`config.mk`:
```
export PLATFORM = sky130hd
export DESIGN_NAME = rns_alu_mc
export DESIGN_NICKNAME = d
export VERILOG_FILES = /design/src/rtl/rns_alu_pkg.sv /design/src/rtl/rns_alu_mc_lane.sv /design/src/rtl/rns_alu_mc.sv
export SDC_FILE = /design/constraint.sdc
export NUM_CORES = 1
export LEC_CHECK = 0
export ABC_AREA = 1
export BUFFER_PORTS_ARGS = -buffer_cell sky130_fd_sc_hd__buf_4
export CAP_MARGIN = 20
export CORE_ASPECT_RATIO = 1.2
export CORE_MARGIN = 2
export CORE_UTILIZATION = 62
export CTS_CLUSTER_SIZE = 40
export DETAILED_ROUTE_END_ITERATION = 8
export PLACE_DENSITY = 0.81
export SETUP_SLACK_MARGIN = 0.05
export SYNTH_ARGS = -nofsm -noshare
export SYNTH_HDL_FRONTEND = slang
export SYNTH_SLANG_ARGS = --single-unit
```
`constraint.sdc`:
```
create_clock -name clk -period 3.61 [get_ports clk]
set_input_delay 0.1805 -clock clk [delete_from_list [all_inputs] [get_ports clk]]
set_output_delay 0.1805 -clock clk [all_outputs]
set_load 0.02 [all_outputs]
```
`src/rtl/rns_alu_pkg.sv`:
```
// Shared types and helpers for the multi-channel RNS ALU (rns_alu_mc).
// Optional MAC support is selected by the RNS_ALU_MAC_EN macro in the design files.
package rns_alu_pkg;

  localparam int unsigned MOD_VEC_W = 256;

  typedef enum logic [1:0] {
    OP_ADD     = 2'b00,
    OP_SUB     = 2'b01,
    OP_MUL     = 2'b10,
    OP_NEG_MAC = 2'b11
  } op_e;

  typedef enum logic [1:0] {
    S_IDLE,
    S_EXEC,
    S_DONE
  } state_e;

  // Extracts the (width+1)-bit modulus of one lane from the packed moduli vector.
  function automatic logic [31:0] mod_slice(input logic [MOD_VEC_W-1:0] moduli,
                                            input int unsigned lane,
                                            input int unsigned width);
    return 32'(moduli >> (lane * (width + 1))) & ((32'd1 << (width + 1)) - 32'd1);
  endfunction

endpackage

```
`src/rtl/rns_alu_mc_lane.sv`:
```
// One residue lane: pre-reduction, ADD/SUB/NEG, one interleaved modmul step per
// cycle and (with RNS_ALU_MAC_EN) a per-lane accumulator.
module rns_lane_modmul
  import rns_alu_pkg::*;
#(
  parameter int unsigned WIDTH = 8,
  parameter logic [WIDTH:0] MOD = 9'd129,
  parameter int unsigned CW = 3
) (
  input  logic             clk,
  input  logic             rst,
  input  logic             load,
  input  logic             do_arith,
  input  logic             do_step,
  input  logic             do_wr_mul,
`ifdef RNS_ALU_MAC_EN
  input  logic             do_fold,
`endif
  input  op_e              op,
  input  logic [CW-1:0]    bit_idx,
  input  logic [WIDTH-1:0] a_in,
  input  logic [WIDTH-1:0] b_in,
  output logic [WIDTH-1:0] dout
);

  localparam logic [WIDTH+1:0] MODX = {1'b0, MOD};

  logic [WIDTH-1:0] a_q, b_q, acc_q, dout_q;
  logic [WIDTH-1:0] a_red, b_red, arith_r, step_r;
  logic [WIDTH:0]   a_ext, b_ext, sum;
  logic [WIDTH+1:0] dbl, dbl_r, addend, sum2;

  always_comb begin
    a_ext = {1'b0, a_in};
    b_ext = {1'b0, b_in};
    a_red = WIDTH'((a_ext >= MOD) ? a_ext - MOD : a_ext);
    b_red = WIDTH'((b_ext >= MOD) ? b_ext - MOD : b_ext);

    sum = {1'b0, a_q} + {1'b0, b_q};
    case (op)
      OP_ADD:  arith_r = WIDTH'((sum >= MOD) ? sum - MOD : sum);
      OP_SUB:  arith_r = WIDTH'((a_q >= b_q) ? {1'b0, a_q} - {1'b0, b_q}
                                             : {1'b0, a_q} + MOD - {1'b0, b_q});
      default: arith_r = WIDTH'((a_q == '0) ? '0 : MOD - {1'b0, a_q});
    endcase

    // Double then conditionally add a; each half needs one subtraction of m.
    dbl    = {1'b0, acc_q, 1'b0};
    dbl_r  = (dbl >= MODX) ? dbl - MODX : dbl;
    addend = b_q[bit_idx] ? {2'b00, a_q} : '0;
    sum2   = dbl_r + addend;
    step_r = WIDTH'((sum2 >= MODX) ? sum2 - MODX : sum2);
  end

`ifdef RNS_ALU_MAC_EN
  logic [WIDTH-1:0] accum_q, fold_r;
  logic [WIDTH:0]   fsum;

  always_comb begin
    fsum   = {1'b0, accum_q} + {1'b0, acc_q};
    fold_r = WIDTH'((fsum >= MOD) ? fsum - MOD : fsum);
  end

  always_ff @(posedge clk) begin
    if (rst) begin
      accum_q <= '0;
    end else if (do_fold) begin
      accum_q <= fold_r;
    end
  end
`endif

  always_ff @(posedge clk) begin
    if (rst) begin
      a_q    <= '0;
      b_q    <= '0;
      acc_q  <= '0;
      dout_q <= '0;
    end else begin
      if (load) begin
        a_q   <= a_red;
        b_q   <= b_red;
        acc_q <= '0;
      end
      if (do_step) acc_q <= step_r;
      if (do_arith) dout_q <= arith_r;
      if (do_wr_mul) dout_q <= step_r;
`ifdef RNS_ALU_MAC_EN
      if (do_fold) dout_q <= fold_r;
`endif
    end
  end

  assign dout = dout_q;

endmodule

```
`src/rtl/rns_alu_mc.sv`:
```
// Multi-channel multi-cycle RNS ALU: shared FSM/counter driving CHANNELS lanes.
// Define RNS_ALU_MAC_EN to turn op 11 from NEG into a per-lane MAC.
module rns_alu_mc
  import rns_alu_pkg::*;
#(
  parameter int unsigned CHANNELS = 2,
  parameter int unsigned WIDTH = 8,
  parameter logic [CHANNELS*(WIDTH+1)-1:0] MODULI = {9'd256, 9'd129}
) (
  input  logic                      clk,
  input  logic                      rst,
  input  logic                      in_valid,
  output logic                      in_ready,
  input  logic [1:0]                op,
  input  logic [CHANNELS*WIDTH-1:0] op1,
  input  logic [CHANNELS*WIDTH-1:0] op2,
  output logic                      out_valid,
  input  logic                      out_ready,
  output logic [CHANNELS*WIDTH-1:0] dout,
  output logic                      busy
);

  localparam int unsigned CW = (WIDTH > 1) ? $clog2(WIDTH) : 1;
  localparam logic [MOD_VEC_W-1:0] MODVEC = MOD_VEC_W'(MODULI);

  state_e        state_q, state_d;
  op_e           op_q;
  logic [CW-1:0] cnt_q, cnt_d;
  logic          load, do_arith, do_step, do_wr_mul, mul_path;
`ifdef RNS_ALU_MAC_EN
  logic          fold_q, fold_d, do_fold;
`endif

  always_comb begin
    state_d   = state_q;
    cnt_d     = cnt_q;
    load      = 1'b0;
    do_arith  = 1'b0;
    do_step   = 1'b0;
    do_wr_mul = 1'b0;
`ifdef RNS_ALU_MAC_EN
    fold_d    = fold_q;
    do_fold   = 1'b0;
    mul_path  = (op_q == OP_MUL) || (op_q == OP_NEG_MAC);
`else
    mul_path  = (op_q == OP_MUL);
`endif
    case (state_q)
      S_IDLE: begin
        if (in_valid) begin
          load    = 1'b1;
          cnt_d   = CW'(WIDTH - 1);
          state_d = S_EXEC;
        end
      end
      S_EXEC: begin
        if (!mul_path) begin
          do_arith = 1'b1;
          state_d  = S_DONE;
        end
`ifdef RNS_ALU_MAC_EN
        else if (fold_q) begin
          do_fold = 1'b1;
          fold_d  = 1'b0;
          state_d = S_DONE;
        end
`endif
        else begin
          do_step = 1'b1;
          if (cnt_q != '0) begin
            cnt_d = cnt_q - CW'(1);
          end else if (op_q == OP_MUL) begin
            do_wr_mul = 1'b1;
            state_d   = S_DONE;
          end
`ifdef RNS_ALU_MAC_EN
          else begin
            fold_d = 1'b1;
          end
`endif
        end
      end
      S_DONE: begin
        if (out_ready) state_d = S_IDLE;
      end
      default: state_d = S_IDLE;
    endcase
  end

  always_ff @(posedge clk) begin
    if (rst) begin
      state_q <= S_IDLE;
      op_q    <= OP_ADD;
      cnt_q   <= '0;
`ifdef RNS_ALU_MAC_EN
      fold_q  <= 1'b0;
`endif
    end else begin
      state_q <= state_d;
      cnt_q   <= cnt_d;
`ifdef RNS_ALU_MAC_EN
      fold_q  <= fold_d;
`endif
      if (load) op_q <= op_e'(op);
    end
  end

  assign in_ready  = (state_q == S_IDLE);
  assign out_valid = (state_q == S_DONE);
  assign busy      = (state_q == S_EXEC);

  for (genvar c = 0; c < CHANNELS; c++) begin : g_lane
    localparam logic [31:0] MOD_RAW = mod_slice(MODVEC, c, WIDTH);

    rns_lane_modmul #(
      .WIDTH (WIDTH),
      .MOD   (MOD_RAW[WIDTH:0]),
      .CW    (CW)
    ) u_lane (
      .clk       (clk),
      .rst       (rst),
      .load      (load),
      .do_arith  (do_arith),
      .do_step   (do_step),
      .do_wr_mul (do_wr_mul),
`ifdef RNS_ALU_MAC_EN
      .do_fold   (do_fold),
`endif
      .op        (op_q),
      .bit_idx   (cnt_q),
      .a_in      (op1[c*WIDTH +: WIDTH]),
      .b_in      (op2[c*WIDTH +: WIDTH]),
      .dout      (dout[c*WIDTH +: WIDTH])
    );
  end

endmodule
```
==> reports/metrics.csv <==
metric,value,unit
status,"complete, no violations",
synth.avg_cell_area,6.62,sq um
final_layout_size_suffix_gt1_frac,0.124,
synth_area,6760,sq um
power_leakage,3.73,nW
cts_max_path_buffers,2,
finalWeightedCongestion,0.935,
timing.hold.ws,88.5,ps
worst-path-max-fanout,12,
endpoint_kind,flop,
min_period,3270,ps
ys_types,55,
hp-class,in -> reg,
clkLatencyLatePin,350,ps
r2r_cells,19,
yosysWarnings,0,
start_kind,flop,
powerDensity,423,nW/um^2
synth_nets,1136,
wl,19100,microns
finalInstanceArea,7630,sq um
max_freq,306,MHz
synthToLayoutAreaGrowth,12.9,%
async_flop_share,0,
htree_num_levels,3,
via_count,6921,
start_util,0.639,
final_common_cell,nand2_1,
drtIter0Drc,450,
crit_arrival,3480,ps
drt-pass1-iter-count,5,
path_class,reg -> reg,
cts_tree,built,
maxSlewViolCount,0,
relSlewSlack,0.487,
finalClockSkew,7.24,ps
grt_pass1_vias,6475,
dp_slack,181,ps
vias_per_cell,5.76,
required,3820,ps
grt_usage,0.331,
wire_per_inst,15.9,microns
antenna_found_initial,0,
fin_setup_tns,0,ps
overflow,0,
postRouteAntennaNets,0,
numCtsBuffers,9,
grt_max_degree,53,
nets,1182,
synth.yosys.seq_area_share,0.207,
rsz0062_at_grt,false,
clk_pin_slew_worst_paths,60,ps
synth_ff_type,dfxtp_1,
die_y,118,microns
dieArea,11700,sq um
final_hold_viol_count,0,
post-route-drc-count,0,
fin_ws,339,ps
cts_hold_buf,0,
cts_sinks,70,
p_total,3.23,mW
ys_ff_latch,70,
setup_viol,0,
port_buffers,56,
synth_edf_count,0,
fp.dieW,99.3,microns
core,10600,sq um
fin_crit_sh,0.906,
placed_cell_area,7260,sq um
syn_inst,1021,
max_cap_violations,0,
holdPathStages,3,
place_hpwl,14600,microns
final_cell_mix,"nand2_1, inv_1, a21oi_1",
ir_worst_vdd,0.000423,V
num_io_pins,57,
grt_pass1_wl,31500,microns
root_buffer,clkbuf_16,
rows,41,
worst_pin_slew,769,ps
num_antenna_cells,0,
[path summary, 6_finish.rpt]
| check | slack (ps) | start | end |
|---|---|---|---|
| min reg2reg | 460 | g_lane[0].u_lane.dout[3] | g_lane[0].u_lane.dout[3] |
| min | 90 | op2[8] | g_lane[1].u_lane.b_q[0] |
| max | 340 | cnt_q[0] | g_lane[0].u_lane.dout[1] |
| max reg2reg | 340 | cnt_q[0] | g_lane[0].u_lane.dout[1] |
[critical path: stages (launching register included)]
cell and delay (ps):
dfxtp_2 410, inv_2 120, a21oi_1 140, o21ai_0 90
nand3_1 90, nand2_2 130, nor2_2 130, ha_2 200
fa_2 470, inv_1 110, ha_2 210, nand4_1 140
nor2_1 160, nand3_2 100, nand2_4 120, nand3_4 140
nand2_1 130, nand3_1 80, nand3_1 90, a21oi_1 70
[logic make-up (layout without fill, tap and decap cells)]
logic type,count (synthesis),in the layout,share of synthesized area
buffers and inverters,179,230,0.104
DFF,70,70,0.207
AOI/OAI and AO/OA,212,212,0.178
and+or+nand+nor,436,436,0.292
xor gates and xnor gates,47,47,0.0632
adders and majority gates,77,77,0.156
[cells in the mapped netlist, drive strengths merged (9+ instances only)]
library cell	n	area, sq um
dfxtp	70	1400
fa	12	240
nand4	21	131
xnor2	9	78.8
clkbuf	16	63.8
nor2	81	317
nand3	90	505
nor3	15	80.1
buf	11	65.1
xor2	38	348
ha	65	813
a21oi	106	572
inv	151	569
o21ai	70	350
nand2	213	832
a31oi	11	68.8
[metal layers]
metal | vias to the layer above | global-route usage | part of all wire
met2 | 257 | 0.558 | 0.48
met5 | - | 0 | 0
met4 | 0 | 0.122 | 0.029
li1 | 3463 | - | -
met3 | 43 | 0.0367 | 0.061
met1 | 3158 | 0.432 | 0.43
[where the power goes]
group          internal, mW  switching [mW]  leakage (nW)
clock                 0.617           0.397         0.159
sequential            0.833          0.0727         0.576
combinational         0.468           0.840          3.00
total                  1.92            1.31          3.73
[state kept, by name, summed over array words and instances, names as in the netlist]
register and cells:
g_lane.u_lane.a_q 16, g_lane.u_lane.b_q 16, g_lane.u_lane.dout 16, g_lane.u_lane.acc_q 15, cnt_q 3, op_q 2, state_q 2
[metrics by stage]
stage,utilization,cells
after floorplan,-,1021
after detailed placement,0.687,1185
after global placement,0.686,1184
after CTS,0.718,1201
final,0.722,1201
after global routing,0.722,1201
[layout make-up]
| class | count | area (sq um) |
|---|---|---|
| Clock buffer | 9 | 225 |
| Fill cell | 944 | 2940 |
| Inverter | 152 | 573 |
| Sequential cell | 70 | 1410 |
| Multi-Input combinational cell | 772 | 4690 |
| Clock inverter | 7 | 105 |
| Tap cell | 129 | 161 |
| Timing Repair Buffer | 62 | 469 |
[repair_timing]
item	in CTS	in global routing
endpoints found under the hold margin	0	0
gates resized for setup	0	15
setup buffers	0	0
endpoints found under the setup margin	0	16
(Power assumes the default switching activity.)
